[src/rtl/stopwatch_pkg.sv]
// -----------------------------------------------------------------------------
// stopwatch_pkg
//
// Shared definitions for the stopwatch control sequencer and its bench:
//   - state_e    : 2-bit sequencer state encoding (IDLE/RUN/PAUSE/LAP)
//   - BTN_*      : bit positions of the buttons within the 4-bit button bus
//   - is_running : true for the states in which the counter is enabled
// -----------------------------------------------------------------------------
package stopwatch_pkg;

  typedef enum logic [1:0] {
    IDLE  = 2'd0,
    RUN   = 2'd1,
    PAUSE = 2'd2,
    LAP   = 2'd3
  } state_e;

  localparam int NUM_BTN   = 4;
  localparam int BTN_START = 3;
  localparam int BTN_LAP   = 2;
  localparam int BTN_CLEAR = 1;
  localparam int BTN_RSVD  = 0;

  // The counter keeps running in LAP; only the display is frozen.
  function automatic logic is_running(input logic [1:0] st);
    return (st == RUN) || (st == LAP);
  endfunction

endpackage

[src/rtl/button_debounce.sv]
// -----------------------------------------------------------------------------
// button_debounce
//
// Conditions one raw active-low push button into a single-cycle press pulse.
//   2-flop synchronizer -> stability counter -> falling-edge detector
//
// The debounced level only follows the synchronized input after
// DEBOUNCE_CYCLES consecutive samples that differ from the current level.
// A press (debounced 1 -> 0) gives exactly one pulse; releases give nothing.
// Raw edge to press_o high: 2 + DEBOUNCE_CYCLES + 1 clock cycles.
//
// Ports
//   clk      in   system clock, rising edge
//   rst_n    in   asynchronous active-low reset (all levels reset to released)
//   button_i in   raw button, active-low (1 = released)
//   press_o  out  one-cycle press pulse, registered
// -----------------------------------------------------------------------------
module button_debounce #(
  parameter int DEBOUNCE_CYCLES = 1_000_000
) (
  input  logic clk,
  input  logic rst_n,
  input  logic button_i,
  output logic press_o
);

  localparam int CNT_W = (DEBOUNCE_CYCLES > 1) ? $clog2(DEBOUNCE_CYCLES) : 1;
  localparam logic [CNT_W-1:0] CNT_LAST = CNT_W'(DEBOUNCE_CYCLES - 1);

  if (DEBOUNCE_CYCLES < 1) begin : g_deb_check
    $error("button_debounce: DEBOUNCE_CYCLES must be >= 1");
  end

  logic             sync_p0;
  logic             sync_p1;
  logic             level_p2;
  logic             level_p3;
  logic [CNT_W-1:0] stable_cnt;

  // ---- stage 0/1: two-flop synchronizer, released level out of reset ----
  always_ff @(posedge clk or negedge rst_n) begin
    if (!rst_n) begin
      sync_p0 <= 1'b1;
      sync_p1 <= 1'b1;
    end else begin
      sync_p0 <= button_i;
      sync_p1 <= sync_p0;
    end
  end

  // ---- stage 2: debounced level ----
  // The counter tracks how many consecutive samples disagreed with the
  // accepted level; any agreeing sample restarts the count, so glitches
  // shorter than DEBOUNCE_CYCLES never reach level_p2.
  always_ff @(posedge clk or negedge rst_n) begin
    if (!rst_n) begin
      level_p2   <= 1'b1;
      stable_cnt <= '0;
    end else if (sync_p1 == level_p2) begin
      stable_cnt <= '0;
    end else if (stable_cnt == CNT_LAST) begin
      level_p2   <= sync_p1;
      stable_cnt <= '0;
    end else begin
      stable_cnt <= stable_cnt + CNT_W'(1);
    end
  end

  // ---- stage 3: falling-edge detect, registered pulse ----
  // Levels reset to released, so a button held through reset release still
  // produces one press once it has been debounced.
  always_ff @(posedge clk or negedge rst_n) begin
    if (!rst_n) begin
      level_p3 <= 1'b1;
      press_o  <= 1'b0;
    end else begin
      level_p3 <= level_p2;
      press_o  <= level_p3 & ~level_p2;
    end
  end

endmodule

[src/rtl/stopwatch_ctrl.sv]
// -----------------------------------------------------------------------------
// stopwatch_ctrl
//
// Control sequencer for the stopwatch counter datapath: conditions the
// start/pause, lap and clear buttons, runs the IDLE/RUN/PAUSE/LAP state
// machine and generates the count tick while running.
//
// Parameters
//   CLK_HZ          system clock frequency
//   TICK_HZ         tick_o rate while running; CLK_HZ/TICK_HZ must be >= 2
//   DEBOUNCE_CYCLES stable synchronized cycles needed to accept a level
//
// Ports
//   clk       in   system clock, rising edge
//   rst_n     in   asynchronous active-low reset
//   button_i  in   [3] start/pause, [2] lap, [1] clear, [0] reserved; active-low
//   tick_o    out  one-cycle pulse per 1/TICK_HZ s of running time
//   clear_o   out  one-cycle counter clear pulse
//   run_o     out  counter enable, high in RUN and LAP
//   freeze_o  out  display hold, high in LAP
//   state_o   out  current state (stopwatch_pkg::state_e encoding)
// All outputs are registered.
// -----------------------------------------------------------------------------
module stopwatch_ctrl
  import stopwatch_pkg::*;
#(
  parameter int CLK_HZ          = 50_000_000,
  parameter int TICK_HZ         = 1000,
  parameter int DEBOUNCE_CYCLES = 1_000_000
) (
  input  logic               clk,
  input  logic               rst_n,
  input  logic [NUM_BTN-1:0] button_i,
  output logic               tick_o,
  output logic               clear_o,
  output logic               run_o,
  output logic               freeze_o,
  output logic [1:0]         state_o
);

  localparam int DIV   = CLK_HZ / TICK_HZ;
  localparam int PRE_W = (DIV >= 2) ? $clog2(DIV) : 1;
  localparam logic [PRE_W-1:0] PRE_LAST = PRE_W'(DIV - 1);

  localparam logic [1:0] S_IDLE  = IDLE;
  localparam logic [1:0] S_RUN   = RUN;
  localparam logic [1:0] S_PAUSE = PAUSE;
  localparam logic [1:0] S_LAP   = LAP;

  if (DIV < 2) begin : g_div_check
    $error("stopwatch_ctrl: CLK_HZ/TICK_HZ must be >= 2");
  end

  logic             start_evt;
  logic             lap_evt;
  logic             clear_evt;
  logic             btn_rsvd_unused;

  logic [1:0]       state_q;
  logic [1:0]       state_nxt;
  logic             clear_nxt;
  logic             run_nxt;
  logic             tick_nxt;
  logic [PRE_W-1:0] presc_q;
  logic [PRE_W-1:0] presc_nxt;

  assign btn_rsvd_unused = button_i[BTN_RSVD];

  // ---- button conditioning: one press pulse per button ----
  button_debounce #(.DEBOUNCE_CYCLES(DEBOUNCE_CYCLES)) u_db_start (
    .clk      (clk),
    .rst_n    (rst_n),
    .button_i (button_i[BTN_START]),
    .press_o  (start_evt)
  );

  button_debounce #(.DEBOUNCE_CYCLES(DEBOUNCE_CYCLES)) u_db_lap (
    .clk      (clk),
    .rst_n    (rst_n),
    .button_i (button_i[BTN_LAP]),
    .press_o  (lap_evt)
  );

  button_debounce #(.DEBOUNCE_CYCLES(DEBOUNCE_CYCLES)) u_db_clear (
    .clk      (clk),
    .rst_n    (rst_n),
    .button_i (button_i[BTN_CLEAR]),
    .press_o  (clear_evt)
  );

  // ---- next state: clear beats start beats lap; lower events are dropped ----
  always_comb begin
    state_nxt = state_q;
    clear_nxt = 1'b0;
    if (clear_evt) begin
      state_nxt = S_IDLE;
      clear_nxt = 1'b1;
    end else if (start_evt) begin
      case (state_q)
        S_IDLE:  state_nxt = S_RUN;
        S_RUN:   state_nxt = S_PAUSE;
        S_PAUSE: state_nxt = S_RUN;
        S_LAP:   state_nxt = S_PAUSE;
        default: state_nxt = S_IDLE;
      endcase
    end else if (lap_evt) begin
      case (state_q)
        S_RUN:   state_nxt = S_LAP;
        S_LAP:   state_nxt = S_RUN;
        default: state_nxt = state_q;
      endcase
    end
  end

  // Prescaler advances on cycles where run_o is already high and holds in
  // PAUSE so a resume finishes the interrupted period. The tick is computed
  // from the next count so tick_o is high in exactly the cycle whose count
  // is DIV-1, and never once run_o has dropped.
  always_comb begin
    if (clear_nxt || (state_nxt == S_IDLE)) begin
      presc_nxt = '0;
    end else if (run_o) begin
      presc_nxt = (presc_q == PRE_LAST) ? '0 : presc_q + PRE_W'(1);
    end else begin
      presc_nxt = presc_q;
    end
    run_nxt  = is_running(state_nxt);
    tick_nxt = run_nxt && (presc_nxt == PRE_LAST);
  end

  // ---- output register stage ----
  always_ff @(posedge clk or negedge rst_n) begin
    if (!rst_n) begin
      state_q  <= S_IDLE;
      presc_q  <= '0;
      tick_o   <= 1'b0;
      clear_o  <= 1'b0;
      run_o    <= 1'b0;
      freeze_o <= 1'b0;
    end else begin
      state_q  <= state_nxt;
      presc_q  <= presc_nxt;
      tick_o   <= tick_nxt;
      clear_o  <= clear_nxt;
      run_o    <= run_nxt;
      freeze_o <= (state_nxt == S_LAP);
    end
  end

  assign state_o = state_q;

endmodule

[config.mk]
export PLATFORM = sky130hd
export DESIGN_NAME = stopwatch_ctrl
export DESIGN_NICKNAME = d
export VERILOG_FILES = /design/src/rtl/stopwatch_pkg.sv /design/src/rtl/button_debounce.sv /design/src/rtl/stopwatch_ctrl.sv
export SDC_FILE = /design/constraint.sdc
export NUM_CORES = 1
export LEC_CHECK = 0
export CORE_MARGIN = 2
export CORE_UTILIZATION = 56
export CTS_BUF_LIST = sky130_fd_sc_hd__clkbuf_4 sky130_fd_sc_hd__clkbuf_8 sky130_fd_sc_hd__clkbuf_16
export CTS_CLUSTER_DIAMETER = 50
export CTS_CLUSTER_SIZE = 16
export DETAILED_ROUTE_END_ITERATION = 7
export GPL_TIMING_DRIVEN = 0
export MAX_ROUTING_LAYER = met4
export PLACE_DENSITY = 0.8
export SLEW_MARGIN = 10
export SYNTH_ARGS = -nofsm -noshare
export SYNTH_HDL_FRONTEND = slang
export SYNTH_HIERARCHICAL = 1
export SYNTH_SLANG_ARGS = --single-unit
export TNS_END_PERCENT = 10
[constraint.sdc]
create_clock -name clk -period 2.25 [get_ports clk]
set_input_delay 0.45 -clock clk [delete_from_list [all_inputs] [get_ports clk]]
set_output_delay 0.45 -clock clk [all_outputs]
set_load 0.01 [all_outputs]
==> impl_metrics.csv <==
group,metric,value,unit
cts,hold_buffers,0,
synth,syn_avg_cell_area,10.2,sq um
sta,maxSlewHeadroom,63.0,%
critical_path,arrival,2.46,ns
synth,synth_nets,478,
floorplanning,rows,33,
synth,syn_inst,466,
synth,syn-cell-area,4740,sq um
critical_path,cp-start-kind,"register",
floorplanning,ios,12,
cts,cts_buffers,9,
power_and_ir_drop,pwr-share-clk,35.9,%
critical_path,worst-setup-path-type,"register to register",
sta,fin_crit,2.20,ns
synth,synth_top_area_share,44.3,%
synth,yosysMostFrequentCell,"dfrtp_1",
cts,cts_tree,"done",
job,maxCapViolCount,0,
power_and_ir_drop,p_seq_share,61.0,%
global_route,grt_pass1_vias,3340,
power_and_ir_drop,p_per_area,546,nW/um^2
sta,rsz0062_at_grt,"yes",
critical_path,endpoint_kind,"register",
power_and_ir_drop,combPwrFrac,3.1,%
critical_path,worst-path-max-fanout,4,
power_and_ir_drop,intPower,2.19,mW
placement,hpwl,5.80,mm
sta,post-route-period-util,97.9,%
drt,ant_nets,0,
synth,async_flop_share,100,%
placement,gp_congestion,0.851,
synth,synth_common_cells,"84 x dfrtp_1, 83 x nor2_1, 42 x xnor2_1",
finish,fillCellCount,641,
floorplanning,dieHeight,96.0,um
status,status,"complete, no violations",
drt,drc,0,
finish,layout.nets,509,
min_path,hp-class,"primary input to async pin",
synth,synth_edf_count,0,
synth,ys.flop_type,"dfrtp_1",
critical_path,cp.required,2.51,ns
sta,setup_viol,0,
cts,clk_pin_slew,0.10,ns
global_route,grt_pass1_wl,15.2,mm
synth,ys_seq_elements,96,
cts,clock-sinks,96,
drt,routedWlPerCell,14.4,um
drt,via_per_inst,5.74,
synth,ys_seq_area_share,50.9,%
drt,drt_iter0_markers,210,
placement,place_area,5000,sq um
sta,max_freq,454,MHz
power_and_ir_drop,power_switching,708,uW
drt,wl,8.75,mm
global_route,grt_max_degree,55,
synth,yosys_warnings,6,
sta,worst_pin_slew,0.555,ns
sta,hold_viol_final,0,
cts,clk-insertion-delay-late,0.36,ns
global_route,antenna_found_initial,0,
cts,clk_path_buf_depth,2,
sta,fin_tns_setup,0,ns
sta,skew,0.0130,ns
sta,drv_slew,0,
cts,cts-root-buf,"clkbuf_8",
floorplanning,start_util,57.7,%
power_and_ir_drop,p_leak,2.12,nW
floorplanning,dieArea,9220,sq um
floorplanning,die_x,96.0,um
floorplanning,core,8220,sq um
cts,htreeDepth,3,
synth,synth_cell_types,43,
finish,fin_area,5310,sq um
finish,layout-drive-gt1-share,15.5,%
finish,num_antenna_cells,0,
global_route,grt_remaining_overflow,0,
power_and_ir_drop,sw_frac_of_total,24.5,%
global_route,grt_util_all_layers,21.6,%
drt,dr.pass1.iters,4,
placement,place.port_buffers,10,
synth,yosys.area.top_type,"dfrtp_1",
synth,yosys-top-cells-area,"dfrtp_1 44%, xnor2_1 7.8%, dfstp_2 6.6%, nor2_1 6.6%, xor2_1 4.1%",
power_and_ir_drop,vdd_ir_drop_max,0.273,mV
drt,num_vias,3487,
finish,areaGrowthSynthToFinish,11.8,%
-- area by class of cell --
type	instances	area, sq um	share of cell area (%)
sequential	96	2420	45.6
multi-input combinational	348	2280	43.0
timing repair buffer	20	193	3.63
tap	105	131	2.48
clock buffer	9	124	2.33
inverter	15	56.3	1.06
clock inverter	7	55.1	1.04
buffer	7	43.8	0.825
-- metrics by stage --
step	utilization [%]	setup slack (ns)	instances	hold slack (ns)	power, mW
after floorplan	-	0.00730	466	0.154	1.83
after global placement	60.6	-3.01	581	0.345	1.88
after detailed placement	60.9	-0.133	582	0.347	1.89
after CTS	64.2	0.0139	605	0.0765	2.93
after global routing	64.6	-0.0282	607	0.0885	3.03
final	64.6	0.0470	607	0.0685	2.90
-- layout by cell type, fill, tap and decap left out, types with 4 or more instances in the layout --
master	synthesis	final
or2_2	4	4
a21oi_1	8	8
buf_4	1	11
and4_1	7	7
buf_2	4	4
nor2_1	83	83
o21ai_2	3	4
nand2_1	28	28
xor2_1	22	22
nand4_1	11	11
nand2b_1	4	4
nand4_2	4	4
and3_1	4	4
nor3_1	18	17
nor2b_1	4	4
xnor2_1	42	42
nor4b_1	6	6
ha_1	6	4
or4_1	5	4
clkdlybuf4s50_1	0	9
o21ai_0	10	9
inv_1	15	15
dfstp_2	12	12
or3_1	9	8
mux2i_1	6	6
dfrtp_1	84	81
nand3_1	25	25
nor4_1	14	14
clkbuf_8	0	9
-- registers in the layout, summed over array words and instances (netlist names), 2 cells and up --
| name | count |
|---|---|
| presc_q | 16 |
| u_db_lap/stable_cnt | 20 |
| u_db_clear/stable_cnt | 20 |
| state_o | 2 |
| u_db_start/stable_cnt | 20 |
-- critical path, stage by stage (launching register included) --
cell       delay [ns]
dfrtp_1          0.45
inv_1            0.07
ha_2             0.18
o21ai_2          0.14
nand2b_1         0.10
or4_1            0.52
or4_4            0.45
a2111oi_4        0.19
-- logic make-up after synthesis --
logic type / synth area share (%)
simple gates: 27.6
flops: 50.9
xor+xnor: 11.8
compound gates: 3.96
buf+inv: 2.08
mux: 1.98
fa+ha+maj: 1.58
-- routing by layer --
| metal | track usage (%) | part of all wire, % | vias up |
|---|---|---|---|
| met2 | 32.8 | 48 | 70 |
| met4 | 8.10 | 1.5 | 0 |
| met1 | 29.3 | 47 | 1727 |
| met3 | 3.92 | 3.1 | 8 |
| li1 | - | - | 1682 |
| met5 | - | 0 | - |
-- what timing repair did --
action	in CTS	in global routing
endpoints found under the hold margin	0	0
buffers inserted	7	2
pin swaps	5	2
setup endpoints to repair	1	11
resized for setup	6	6
-- worst paths after layout --
kind | from | end | slack, ns | depth (start not counted)
worst min register to register | u_db_clear/sync_p0 | u_db_clear/sync_p1 | 0.36 | 0
worst max register to register | state_o[1] | tick_o | 0.05 | 7
worst max-delay path | state_o[1] | tick_o | 0.05 | 7
min in group clk | u_db_clear/sync_p0 | u_db_clear/sync_p1 | 0.36 | 0
max in group asynchronous | rst_n | u_db_lap/level_p2 | 1.47 | 2
worst min-delay path | rst_n | presc_q[13] | 0.07 | 1
-- power groups by stage --
stage / logic (mW) / registers, mW / clock network, mW
after floorplan: 0.0375 / 1.80 / 0
after CTS: 0.0950 / 1.77 / 1.07
final: 0.0911 / 1.77 / 1.04
after global routing: 0.107 / 1.77 / 1.15
after global placement: 0.0861 / 1.80 / 0
after detailed placement: 0.0946 / 1.80 / 0
No activity file was read; power rests on OpenSTA's default activity.
